### src/rtl/mips_ctrl_pkg.sv
// mips_ctrl_pkg: shared state encoding, opcodes, datapath select encodings
// and the packed control word for the multicycle MIPS control unit.
// Optional feature macro: MIPS_CTRL_JUMP_EN (adds the j instruction / JUMP state).
package mips_ctrl_pkg;

  // FSM states; encodings are visible on state_o for debug.
  typedef enum logic [3:0] {
    S_IDLE   = 4'd0,
    S_FETCH  = 4'd1,
    S_DECODE = 4'd2,
    S_MEMADR = 4'd3,
    S_MEMRD  = 4'd4,
    S_MEMWB  = 4'd5,
    S_MEMWR  = 4'd6,
    S_EXEC   = 4'd7,
    S_ALUWB  = 4'd8,
    S_BRANCH = 4'd9,
    S_JUMP   = 4'd10,
    S_TRAP   = 4'd15
  } state_e;

  // Opcode field values (instruction bits [31:26]).
  localparam logic [5:0] OP_RTYPE = 6'd0;
  localparam logic [5:0] OP_J     = 6'd2;
  localparam logic [5:0] OP_BEQ   = 6'd4;
  localparam logic [5:0] OP_LW    = 6'd35;
  localparam logic [5:0] OP_SW    = 6'd43;

  // ALU operation request to the ALU control block.
  typedef enum logic [1:0] {
    ALUOP_ADD   = 2'b00,
    ALUOP_SUB   = 2'b01,
    ALUOP_FUNCT = 2'b10
  } aluop_e;

  // ALU B operand select.
  typedef enum logic [1:0] {
    SRCB_REG     = 2'b00,
    SRCB_FOUR    = 2'b01,
    SRCB_IMM     = 2'b10,
    SRCB_IMM_SL2 = 2'b11
  } srcb_e;

  // Next-PC source select.
  typedef enum logic [1:0] {
    PCSRC_ALU    = 2'b00,
    PCSRC_ALUOUT = 2'b01,
    PCSRC_JUMP   = 2'b10
  } pcsrc_e;

  // Every datapath control driven by the unit, as one word.
  typedef struct packed {
    logic   iord;
    logic   mem_read;
    logic   mem_write;
    logic   ir_write;
    logic   pc_write;
    logic   pc_write_cond;
    logic   alu_src_a;
    logic   reg_dst;
    logic   mem_to_reg;
    logic   reg_write;
    srcb_e  alu_src_b;
    aluop_e alu_op;
    pcsrc_e pc_source;
    logic   trap;
  } ctrl_t;

  // True in the cycle whose closing edge retires an instruction.
  function automatic logic is_retiring(input state_e s, input logic mem_rdy);
    logic r;
    r = 1'b0;
    case (s)
      S_MEMWB, S_ALUWB, S_BRANCH: r = 1'b1;
`ifdef MIPS_CTRL_JUMP_EN
      S_JUMP:                     r = 1'b1;
`endif
      S_MEMWR:                    r = mem_rdy;
      default:                    r = 1'b0;
    endcase
    return r;
  endfunction

endpackage

### src/rtl/mips_ctrl_outdec.sv
// mips_ctrl_outdec: Moore output decoder, (state, mem_rdy) -> control word.
// Optional feature macro: MIPS_CTRL_JUMP_EN (JUMP state outputs).
module mips_ctrl_outdec
  import mips_ctrl_pkg::*;
(
  input  state_e i_state,
  input  logic   i_mem_rdy,
  output ctrl_t  o_ctrl
);

  // Decode the current state into datapath controls; unlisted controls stay 0.
  always_comb begin
    // NOTE: assigning the whole word first means no path leaves a field
    // unassigned, so no latch can be inferred.
    o_ctrl = '0;
    case (i_state)
      S_FETCH: begin
        o_ctrl.mem_read  = 1'b1;
        o_ctrl.iord      = 1'b0;
        o_ctrl.alu_src_a = 1'b0;
        o_ctrl.alu_src_b = SRCB_FOUR;
        o_ctrl.alu_op    = ALUOP_ADD;
        o_ctrl.pc_source = PCSRC_ALU;
        // IR and PC are only updated once the instruction word is valid.
        o_ctrl.ir_write  = i_mem_rdy;
        o_ctrl.pc_write  = i_mem_rdy;
      end
      S_DECODE: begin
        // Speculative branch target PC + (imm << 2) into ALUOut.
        o_ctrl.alu_src_a = 1'b0;
        o_ctrl.alu_src_b = SRCB_IMM_SL2;
        o_ctrl.alu_op    = ALUOP_ADD;
      end
      S_MEMADR: begin
        o_ctrl.alu_src_a = 1'b1;
        o_ctrl.alu_src_b = SRCB_IMM;
        o_ctrl.alu_op    = ALUOP_ADD;
      end
      S_MEMRD: begin
        o_ctrl.iord     = 1'b1;
        o_ctrl.mem_read = 1'b1;
      end
      S_MEMWB: begin
        o_ctrl.reg_write  = 1'b1;
        o_ctrl.mem_to_reg = 1'b1;
        o_ctrl.reg_dst    = 1'b0;
      end
      S_MEMWR: begin
        // Held for every wait cycle until the memory accepts the write.
        o_ctrl.iord      = 1'b1;
        o_ctrl.mem_write = 1'b1;
      end
      S_EXEC: begin
        o_ctrl.alu_src_a = 1'b1;
        o_ctrl.alu_src_b = SRCB_REG;
        o_ctrl.alu_op    = ALUOP_FUNCT;
      end
      S_ALUWB: begin
        o_ctrl.reg_write  = 1'b1;
        o_ctrl.reg_dst    = 1'b1;
        o_ctrl.mem_to_reg = 1'b0;
      end
      S_BRANCH: begin
        o_ctrl.alu_src_a     = 1'b1;
        o_ctrl.alu_src_b     = SRCB_REG;
        o_ctrl.alu_op        = ALUOP_SUB;
        o_ctrl.pc_write_cond = 1'b1;
        o_ctrl.pc_source     = PCSRC_ALUOUT;
      end
`ifdef MIPS_CTRL_JUMP_EN
      S_JUMP: begin
        o_ctrl.pc_write  = 1'b1;
        o_ctrl.pc_source = PCSRC_JUMP;
      end
`endif
      S_TRAP: begin
        o_ctrl.trap = 1'b1;
      end
      default: o_ctrl = '0;
    endcase
  end

endmodule

### src/rtl/mips_multicycle_ctrl.sv
// mips_multicycle_ctrl: multicycle MIPS control FSM. Holds the state register,
// next-state logic and the retired-instruction counter; outputs come from
// mips_ctrl_outdec and depend only on state and mem_rdy.
// Optional feature macro: MIPS_CTRL_JUMP_EN (opcode 2 -> JUMP instead of TRAP).
module mips_multicycle_ctrl
  import mips_ctrl_pkg::*;
#(
  parameter int CNT_W = 32
) (
  input  logic             clk,
  input  logic             rst,
  input  logic             run,
  input  logic [5:0]       op,
  input  logic             mem_rdy,
  output logic             IorD,
  output logic             MemRead,
  output logic             MemWrite,
  output logic             IRWrite,
  output logic             PCWrite,
  output logic             PCWriteCond,
  output logic             ALUSrcA,
  output logic             RegDst,
  output logic             MemtoReg,
  output logic             RegWrite,
  output logic [1:0]       ALUSrcB,
  output logic [1:0]       ALUOp,
  output logic [1:0]       PCSource,
  output logic [3:0]       state_o,
  output logic             trap,
  output logic [CNT_W-1:0] retired
);

  state_e           r_state;
  state_e           w_state_nxt;
  logic             w_retire;
  logic [CNT_W-1:0] r_retired;
  ctrl_t            w_ctrl;

  assign w_retire = is_retiring(r_state, mem_rdy);

  // State register.
  always_ff @(posedge clk or negedge rst) begin
    // NOTE: reset is asynchronous so the datapath controls drop to 0 the
    // moment rst falls; no clock is needed to abandon an instruction.
    if (!rst) begin
      r_state <= S_IDLE;
    end else begin
      // NOTE: non-blocking so every register samples pre-edge values.
      r_state <= w_state_nxt;
    end
  end

  // Next-state logic; run is only looked at in IDLE and when retiring.
  always_comb begin
    w_state_nxt = r_state;
    case (r_state)
      S_IDLE:   if (run) w_state_nxt = S_FETCH;
      S_FETCH:  if (mem_rdy) w_state_nxt = S_DECODE;
      S_DECODE: begin
        case (op)
          OP_LW, OP_SW: w_state_nxt = S_MEMADR;
          OP_RTYPE:     w_state_nxt = S_EXEC;
          OP_BEQ:       w_state_nxt = S_BRANCH;
`ifdef MIPS_CTRL_JUMP_EN
          OP_J:         w_state_nxt = S_JUMP;
`endif
          default:      w_state_nxt = S_TRAP;
        endcase
      end
      S_MEMADR: begin
        if (op == OP_LW)      w_state_nxt = S_MEMRD;
        else if (op == OP_SW) w_state_nxt = S_MEMWR;
        else                  w_state_nxt = S_TRAP;
      end
      S_MEMRD:  if (mem_rdy) w_state_nxt = S_MEMWB;
      S_EXEC:   w_state_nxt = S_ALUWB;
`ifdef MIPS_CTRL_JUMP_EN
      S_MEMWB, S_MEMWR, S_ALUWB, S_BRANCH, S_JUMP: begin
`else
      S_MEMWB, S_MEMWR, S_ALUWB, S_BRANCH: begin
`endif
        if (w_retire) w_state_nxt = run ? S_FETCH : S_IDLE;
      end
      S_TRAP:   w_state_nxt = S_TRAP;
      // Unused encodings are treated as a fault and parked in TRAP.
      default:  w_state_nxt = S_TRAP;
    endcase
  end

  // Retired-instruction counter; wraps naturally at 2^CNT_W.
  always_ff @(posedge clk or negedge rst) begin
    if (!rst) begin
      r_retired <= '0;
    end else if (w_retire) begin
      r_retired <= r_retired + CNT_W'(1);
    end
  end

  mips_ctrl_outdec u_outdec (
    .i_state   (r_state),
    .i_mem_rdy (mem_rdy),
    .o_ctrl    (w_ctrl)
  );

  assign IorD        = w_ctrl.iord;
  assign MemRead     = w_ctrl.mem_read;
  assign MemWrite    = w_ctrl.mem_write;
  assign IRWrite     = w_ctrl.ir_write;
  assign PCWrite     = w_ctrl.pc_write;
  assign PCWriteCond = w_ctrl.pc_write_cond;
  assign ALUSrcA     = w_ctrl.alu_src_a;
  assign RegDst      = w_ctrl.reg_dst;
  assign MemtoReg    = w_ctrl.mem_to_reg;
  assign RegWrite    = w_ctrl.reg_write;
  assign ALUSrcB     = w_ctrl.alu_src_b;
  assign ALUOp       = w_ctrl.alu_op;
  assign PCSource    = w_ctrl.pc_source;
  assign trap        = w_ctrl.trap;
  assign state_o     = r_state;
  assign retired     = r_retired;

endmodule

### config.mk
export PLATFORM = sky130hd
export DESIGN_NAME = mips_multicycle_ctrl
export DESIGN_NICKNAME = d
export VERILOG_FILES = /design/src/rtl/mips_ctrl_pkg.sv /design/src/rtl/mips_ctrl_outdec.sv /design/src/rtl/mips_multicycle_ctrl.sv
export SDC_FILE = /design/constraint.sdc
export NUM_CORES = 1
export LEC_CHECK = 0
export ABC_CLOCK_PERIOD_IN_PS = 2600
export CORE_MARGIN = 10
export CORE_UTILIZATION = 42
export CTS_CLUSTER_DIAMETER = 30
export CTS_CLUSTER_SIZE = 16
export DETAILED_ROUTE_END_ITERATION = 8
export GPL_ROUTABILITY_DRIVEN = 0
export GPL_TIMING_DRIVEN = 1
export HOLD_SLACK_MARGIN = 0.02
export PLACE_DENSITY = 0.71
export RECOVER_POWER = 100
export SLEW_MARGIN = 20
export SYNTH_ARGS = -nofsm -noshare
export SYNTH_HDL_FRONTEND = slang
export SYNTH_SLANG_ARGS = --single-unit
### constraint.sdc
create_clock -name clk -period 2.6 [get_ports clk]
set_input_delay 0.52 -clock clk [delete_from_list [all_inputs] [get_ports clk]]
set_output_delay 0.52 -clock clk [all_outputs]
set_load 0.005 [all_outputs]
# After elaboration in Yosys (flattened, before gate mapping)
# Index checks and enable logic that the tools add are counted.
dict set report word_totals {
  word_cells 49
  output_inout_bits 53
  register_bits 36
  inputBits 10
}
dict set report op_classes {
  eq_ne 17
  muxes 20
  add_sub_neg 1
  n_reduce_logical 9
}
# cell n
set op_table {}
lappend op_table {{$add A32 B1 Y32 const B} 1}
lappend op_table {{$pmux W4 S7} 1}
lappend op_table {{$mux W4} 6}
lappend op_table {{$pmux W4 S5} 1}
lappend op_table {{$eq A4 B3 Y1 const B} 4}
lappend op_table {{$eq A4 B4 Y1 const B} 3}
lappend op_table {{$eq A6 B6 Y1 const B} 2}
lappend op_table {{$pmux W4 S3} 1}
lappend op_table {{$eq A4 B2 Y1 const B} 2}
lappend op_table {{$mux W1} 8}
lappend op_table {{$ne A2 B2 Y1 const B} 4}
lappend op_table {{$eq A6 B3 Y1 const B} 1}
lappend op_table {{$logic_not A6 Y1} 1}
lappend op_table {{$pmux W3 S2} 1}
lappend op_table {{$reduce_or A2 Y1} 3}
lappend op_table {{$reduce_or A3 Y1} 2}
lappend op_table {{$eq A4 B1 Y1 const B} 1}
lappend op_table {{$logic_not A4 Y1} 1}
lappend op_table {{$reduce_and A4 Y1} 1}
lappend op_table {{$reduce_or A4 Y1} 1}
lappend op_table {{$mux W2} 1}
lappend op_table {{$pmux W1 S2} 1}

# Depth between registers and ports, before layout
# Gate-level depths: netlist (run 1).
dict set report depth {
  depth_word 5
  mapped_depth 6
  mapped_depth_nobuf 5
}

# Hierarchy
# A second synthesis (run 1) with hierarchy kept.
dict set report hier_totals {
  hier_cells 209
  hier_area_um2 2149.6
}
# mod seq_area_each_um2 area_each_um2 cells_each n_inst
set by_module_without_submodules {}
lappend by_module_without_submodules {mips_multicycle_ctrl 900.9 1995.7 183 1}
lappend by_module_without_submodules {mips_ctrl_outdec 0.0 153.9 26 1}

# Worst setup path before layout (run 1)
# No wires, ideal clock.
dict set report synth_path {
  path_kind {reg2out}
  start {register r_state[0] (netlist: state_o[0])}
  end {output PCWrite}
  stages_incl_launch_ff 6
  t_arrival_ps 1347
  slack_ps 733
  n_path_buf 3
  required_time_ps 2080
  cell_sequence {dfrtp_1 > buf_4 > clkbuf_1 > nand2b_1 > nor3_1 > buf_4}
}
dict set report synth_between {
  elab_chain_len 2
}
# item line_no
set synth_rtl {}
lappend synth_rtl {{from (decl)} mips_multicycle_ctrl.sv:33} ;# state_e r_state;
lappend synth_rtl {{from (signal assigned)} mips_multicycle_ctrl.sv:49} ;# r_state <= w_state_nxt;
lappend synth_rtl {{$eq A4 B1 Y1} mips_ctrl_outdec.sv:16} ;# case (i_state)
lappend synth_rtl {{$mux W2} mips_ctrl_outdec.sv:16}
lappend synth_rtl {{to (decl)} mips_multicycle_ctrl.sv:19} ;# output logic PCWrite,
# No other way between the ends.

# Final worst setup path (run 1)
dict set report layout_path {
  start {register r_state[2] (netlist: state_o[2])}
  end {output RegWrite}
}
dict set report layout_between {
  elab_chain_len 2
  word_cells_on_any_way 3
  cone_classes {2 x eq/ne; 1 x mux}
}
# item line_no
set layout_rtl {}
lappend layout_rtl {{$eq A4 B4 Y1 or $eq A4 B3 Y1 (tied branches)} mips_ctrl_outdec.sv:16}
lappend layout_rtl {{$pmux W3 S2 *} mips_ctrl_outdec.sv:16}
lappend layout_rtl {{to (decl)} mips_multicycle_ctrl.sv:24} ;# output logic RegWrite,
# Mark *: on every way between the ends. The rest lies on a longest branch, timed or not.

==> results.yml, run 1 <==
outcome:
  outcome: "complete, no violations"
clock_network:
  htreeDepth: 2
  cts_buffers: 5
  cts_buffer_depth: 2
  cts_hold_buffers: 0
  cts_tree: "built"
  cts_setup_buffers: 0
  clkLatencyLatePin_ns: 0.28
  path_clk_slew_ns: 0.07
  cts_root_buffer: "clkbuf_8"
  cts.sinks: 36
routing:
  vias_per_cell: 5.31
  routed_wl_mm: 5.20
  remaining_drc_errors: 0
  drtAntennaViolNets: 0
  met2RoutedLength_mm: 2.48
  met1_length_mm: 2.21
  via_count: 1853
  wl_met3_microns: 447
  highest_layer: "met4"
  drt_iter0_markers: 54
  firstDrtPassIters: 4
  wire_per_inst_microns: 14.9
min_path:
  holdPathStages: 1
  min_from: "retired[31]$_DFFE_PN0P_"
  hp-class: "flip-flop to flip-flop"
  min_to: "retired[31]$_DFFE_PN0P_"
yosys:
  synthAdderAreaFrac: 0.00580
  synth-simple-area-share: 0.312
  synth_mux_area_frac: 0.00464
  syn_avg_cell_area_sq_um: 10.1
  async_reset_ff_frac: 1.00
  synth-edff-count: 0
  yosys_most_used_dff: "dfrtp_1"
  yosys_warnings: 0
  yosysMostFrequentCell: "dfrtp_1"
  synth_cells: 214
  ys_ff_latch: 36
  synth_cell_types: 48
  ys_seq_area_frac: 0.418
  synth_compound_area_frac: 0.0888
  synth_xor_area_frac: 0.126
  synth_fp_nets: 225
  post_synth_instance_area_sq_um: 2160
  synth_top_area_cell: "dfrtp_1"
  synth_common_cells: "dfrtp_1 (36), xor2_1 (23), nand2_1 (20)"
  synthTopCellsByArea: "dfrtp_1 (42%), xor2_1 (9.3%), nor4_2 (4.1%)"
  synth_top_area_frac: 0.418
  synth_top_family_by_area: "simple AND/OR/NAND/NOR gates"
worst_setup_path:
  crit_start: "state_o[2]$_DFFE_PN0P_"
  reg2reg_depth: 6
  worstPathCellList: "or3_1 > o22ai_1 > clkdlybuf4s50_1"
  crit_path_top_delay_cell: "clkdlybuf4s50_1"
  rr_startpoint: "state_o[3]$_DFFE_PN0P_"
  crit_fanout: 18
  cp.arrival_ns: 1.93
  critPathRequiredTime_ns: 2.08
  setup.worst_path.end_class: "output pin"
  reg2reg_slack_ns: 0.26
  critPathKind: "flip-flop to output pin"
  r2r-end: "retired[19]$_DFFE_PN0P_"
  critPathMaxStageDelay_ns: 0.53
  startpoint_type: "flip-flop"
sta:
  fin_crit_ns: 2.45
  tns_ns: 0
  clock_skew_ns: 0.00447
  fin_crit_sh: 0.943
  setup_ws_ns: 0.149
  finalHoldViolations: 0
  setup-violations-final: 0
  tightest_slew_ns: 0.886
  slew_violations: 0
  fmax_mhz: 408
  max_slew_margin: 0.410
  rsz0062_at_grt: "false"
grt:
  antenna_found_initial: 0
  grt_pass1_vias: 1863
  grt_overflow: 0
  grt_first_pass_wirelength_mm: 8.98
  grt_start_max_net_pins: 37
  track_usage: 0.126
pwr:
  p_int_mw: 0.758
  combinationalPowerShare: 0.037
  pwr_density_cell_nw_per_um2: 338
  leakage_nw: 1.40
  ir_drop_uv: 148
  clkPwrFrac: 0.384
  p_sw_mw: 0.208
  p_seq_frac: 0.580
  switching_share: 0.215
  power_mw: 0.966
floorplanning:
  core_sq_um: 5040
  start_util: 0.428
  dieWidth_microns: 91.6
  dieArea_sq_um: 8400
  die_h_microns: 91.6
  fp-row-count: 26
  ios: 63
finish:
  design_area_sq_um: 2860
  final_core_util: 0.567
  drive_gt1_frac: 0.0860
  diodes: 0
  area_growth_syn_to_layout_pct: 32.7
  nets: 290
placed_design:
  placed_cell_area_sq_um: 2840
  place_ws_ns: 0.226
  port_buffers: 61
  dpl.hpwl_mm: 3.91
flow_run:
  cap_viol_max_count: 0
==> layout make-up <==
class / count / area (sq um)
fillers: 451 / 2180
flip-flops and latches: 36 / 903
inverters: 4 / 15.0
clock inverters: 1 / 5.00
multi-input cells: 162 / 1120
clock buffers: 6 / 72.6
well taps: 70 / 87.6
repair buffers: 70 / 661
==> per-stage QoR <==
stage               instances  hold WS (ns)
global placement          342         0.470
floorplan                 214         0.224
detailed placement        342         0.463
CTS                       349         0.483
finish                    349         0.474
global route              349         0.502
==> routing by layer <==
| layer | vias to the layer above | track usage |
|---|---|---|
| met5 | - | 0 |
| met1 | 894 | 0.150 |
| met3 | 7 | 0.0489 |
| li1 | 901 | - |
| met2 | 51 | 0.201 |
| met4 | 0 | 0.0444 |
==> worst max path at each step <==
| stage | cells past startpoint | slack (ns) | endpoint |
|---|---|---|---|
| floorplan | 5 | 0.73 | PCWrite |
| global placement | 4 | 0.25 | IRWrite |
| detailed placement | 4 | 0.23 | PCWrite |
| CTS | 3 | 0.04 | RegWrite |
| global route | 3 | 0.04 | PCWrite |
| finish | 3 | 0.15 | RegWrite |
==> worst max-delay path, delay by kind of cell, from the launching register on <==
| family | cells | cell delay (ns) |
|---|---|---|
| AOI/OAI and AO/OA | 1 | 0.17 |
| DFF | 1 | 0.51 |
| buffers and inverters | 1 | 0.53 |
| and+or+nand+nor | 1 | 0.44 |
==> logic make-up after synthesis <==
group / count (synthesis)
AOI/OAI and AO/OA: 26
buffers and inverters: 16
xor gates and xnor gates: 31
other: 1
and+or+nand+nor: 102
DFF: 36
muxes: 1
adders and majority gates: 1
==> sequential cells by signal (all words and copies together), names as in the netlist <==
name	flops
retired	32
state_o	4
==> power by group through the flow <==
stage	sequential (mW)	combinational (mW)	clock, mW
floorplan	0.571	0.00826	0
global placement	0.570	0.0373	0
detailed placement	0.570	0.0375	0
CTS	0.560	0.0376	0.383
global route	0.559	0.0398	0.414
finish	0.560	0.0353	0.371
==> what timing repair did <==
item | CTS | global route
endpoints found under the setup margin | 0 | 7
resized for setup | 0 | 2
endpoints found under the hold margin | 0 | 0
==> placed cells by master (no fill, tap or decap), types with 3 or more instances in the layout <==
cell type,instances
buf_4,4
a21oi_1,8
nor4b_1,5
nand3_1,6
dfrtp_1,34
inv_1,3
nand2_1,20
nor3_1,12
clkbuf_8,5
clkdlybuf4s50_1,12
xnor2_1,8
nor2b_1,3
xor2_1,23
nand2b_1,5
o22ai_1,4
clkbuf_1,5
nor3b_1,3
and3_1,3
and3_2,3
dlygate4sd3_1,49
nor2_1,11
and4_1,3
nand4_1,7
nor4_1,8
Note: power is estimated with default switching activity, not from simulation.
==> run 2, diff against run 1 <==
--- a/config.mk
+++ b/config.mk
@@ -5,7 +5,6 @@
 export SDC_FILE = /design/constraint.sdc
 export NUM_CORES = 1
 export LEC_CHECK = 0
-export ABC_CLOCK_PERIOD_IN_PS = 2600
 export CORE_MARGIN = 10
 export CORE_UTILIZATION = 42
 export CTS_CLUSTER_DIAMETER = 30
@@ -14,8 +13,9 @@
 export GPL_ROUTABILITY_DRIVEN = 0
 export GPL_TIMING_DRIVEN = 1
 export HOLD_SLACK_MARGIN = 0.02
-export PLACE_DENSITY = 0.71
+export PLACE_DENSITY = 0.72
 export RECOVER_POWER = 100
+export SETUP_SLACK_MARGIN = 0.5
 export SLEW_MARGIN = 20
 export SYNTH_ARGS = -nofsm -noshare
 export SYNTH_HDL_FRONTEND = slang
==> run 2 against run 1 <==
  * Via count increased by 5.1%
  * Sequential share of layout area shrank 1.4 points
  * Design area is 4.4% higher
  * First-iteration DRC count is 110% higher
  * Clock skew increased by 0.0016 ns
  * Hold slack got worse by 0.0012 ns
  * Global-route usage rose by 0.22 points
  * Fmax grew 9.3%
  * Setup slack improved by 0.21 ns
  * Clock power is 8.9% higher
  * Wire length is 9.3% higher
  * Clock-buffer cell count is 2 higher
==> results.yml, run 2 (synthesized netlist as in run 1, its figures left out) <==
outcome:
  outcome: "complete, no violations"
finish:
  diodes: 0
  layout_common_cells: "dlygate4sd3_1 (35), dfrtp_1 (35), xor2_1 (23)"
  largest_register_ffs: 32
  area_growth_syn_to_layout_pct: 38.5
  fillCellCount: 453
  drive_gt1_frac: 0.132
  nets: 305
grt:
  antenna_found_initial: 0
  grt_first_pass_wirelength_mm: 9.16
  grt_pass1_vias: 1953
  track_usage: 0.128
  grt_start_max_net_pins: 37
  grt_overflow: 0
sta:
  fmax_mhz: 446
  tightest_slew_ns: 0.866
  slew_violations: 0
  setup-violations-final: 0
  rsz0062_at_grt: "true"
  setup_ws_ns: 0.357
  max_slew_margin: 0.422
  finalHoldViolations: 0
  fin_crit_ns: 2.24
  clock_skew_ns: 0.00605
  fin_crit_sh: 0.863
  tns_ns: 0
  holdWs_ns: 0.473
worst_setup_path:
  crit_path_top_delay_cell: "a311oi_1"
  reg2reg_slack_ns: 0.36
  critPathBufInv: 5
  critPathKind: "flip-flop to flip-flop"
  rr_startpoint: "state_o[2]$_DFFE_PN0P_"
  reg2reg_depth: 9
  cp.arrival_ns: 2.40
  cp.depth: 9
  path_common_cell: "clkbuf_1"
  startpoint_type: "flip-flop"
  critical_path.top_delay_family: "buffers and inverters"
  worstPathCellList: "clkbuf_4 > clkbuf_1 > buf_6 > and2b_1 > a311oi_1 > clkbuf_1 > clkbuf_16 > nor3_1 > xor2_1"
  r2r-end: "retired[5]$_DFFE_PN0P_"
  crit_start: "state_o[2]$_DFFE_PN0P_"
  setup.worst_path.end_class: "flip-flop"
  critPathMaxStageDelay_ns: 0.45
  critPathRequiredTime_ns: 2.76
  crit_fanout: 13
  cp-endpoint: "retired[5]$_DFFE_PN0P_"
routing:
  drtAntennaViolNets: 0
  firstDrtPassIters: 4
  via_count: 1947
  routed_wl_mm: 5.69
  remaining_drc_errors: 0
  vias_per_cell: 5.33
  drt_iter0_markers: 116
  wire_per_inst_microns: 15.6
floorplanning:
  dieWidth_microns: 91.6
  dieArea_sq_um: 8400
  ios: 63
  start_util: 0.428
  fp-row-count: 26
  die_h_microns: 91.6
  core_sq_um: 5040
clock_network:
  path_clk_slew_ns: 0.07
  cts.sinks: 36
  clkLatencyLatePin_ns: 0.29
  cts_buffer_depth: 2
  cts_buffers: 5
  htreeDepth: 2
  cts_tree: "built"
  cts_root_buffer: "clkbuf_8"
min_path:
  hp-class: "flip-flop to flip-flop"
  holdPathStages: 1
pwr:
  ir_drop_uv: 200
  pwr_density_cell_nw_per_um2: 334
  power_mw: 0.998
  leakage_nw: 1.52
flow_run:
  cap_viol_max_count: 0
placed_design:
  dpl.hpwl_mm: 3.85
  place_ws_ns: 0.223
  port_buffers: 61
## run 2: changes by cell type in the layout (fill, tap and decap cells not counted), moves of 2 or more
cell	previous run	this run
dlygate4sd3_1	49	35
dlygate4sd2_1	0	12
buf_4	4	11
clkbuf_1	5	11
clkbuf_4	0	3
clkdlybuf4s50_1	12	10
## run 2: how the worst min path moves through the flow
stage	startpoint	to	slack, ns
floorplan	rst	retired[0]$_DFFE_PN0P_	0.22
global placement	retired[31]$_DFFE_PN0P_	retired[31]$_DFFE_PN0P_	0.46
detailed placement	retired[31]$_DFFE_PN0P_	retired[31]$_DFFE_PN0P_	0.46
CTS	retired[31]$_DFFE_PN0P_	retired[31]$_DFFE_PN0P_	0.48
global route	retired[31]$_DFFE_PN0P_	retired[31]$_DFFE_PN0P_	0.51
finish	retired[31]$_DFFE_PN0P_	retired[31]$_DFFE_PN0P_	0.47
## run 2: metal layers
| layer | GRT usage | wire [microns] |
|---|---|---|
| met4 | 0.0470 | 108 |
| met1 | 0.148 | 2440 |
| met2 | 0.205 | 2690 |
| met3 | 0.0554 | 443 |
| met5 | 0 | 0 |
## run 2: cell type report
class	instances	area, sq um	area share
flip-flops and latches	36	902	0.302
multi-input cells	162	1130	0.378
clock buffers	8	90.1	0.0302
well taps	70	87.6	0.0293
repair buffers	85	761	0.255
inverters	4	15.0	0.00503
## run 2: metrics by stage
step,util,std cells,instance area [sq um]
2_1_floorplan,-,214,2160
3_3_place_gp,0.566,342,2860
3_5_place_dp,0.566,342,2860
4_1_cts,0.594,357,3000
5_1_grt,0.592,365,2990
6_report,0.592,365,2990
## run 2: report_power, final
part / switching (mW) / internal [mW] / total [mW]
Combinational: 0.0190 / 0.0159 / 0.0350
Clock: 0.188 / 0.216 / 0.404
Sequential: 0 / 0.560 / 0.560
Total: 0.207 / 0.792 / 0.998
## run 2: what timing repair did
action / in CTS / in global routing
hold buffers: 0 / 0
setup endpoints to repair: 17 / 9
gates resized for setup: 21 / 21
cloned: 0 / 1
buffers inserted: 7 / 7
pin swaps: 0 / 5
## run 2: worst reg2reg max path, delay by kind of cell, from the launching register on
family	cells	cell delay, ns
buf+inv	5	0.88
compound gates	1	0.45
flops	1	0.42
simple gates	2	0.24
xor+xnor	1	0.15
==> run 3, diff against run 2 <==
--- a/config.mk
+++ b/config.mk
@@ -5,6 +5,7 @@
 export SDC_FILE = /design/constraint.sdc
 export NUM_CORES = 1
 export LEC_CHECK = 0
+export ABC_AREA = 0
 export CORE_MARGIN = 10
 export CORE_UTILIZATION = 42
 export CTS_CLUSTER_DIAMETER = 30
@@ -16,6 +17,7 @@
 export PLACE_DENSITY = 0.72
 export RECOVER_POWER = 100
 export SETUP_SLACK_MARGIN = 0.5
+export SKIP_LAST_GASP = 1
 export SLEW_MARGIN = 20
 export SYNTH_ARGS = -nofsm -noshare
 export SYNTH_HDL_FRONTEND = slang
==> results of run 3 <==
Final layout, timing and power as in run 2 (identical DEF).
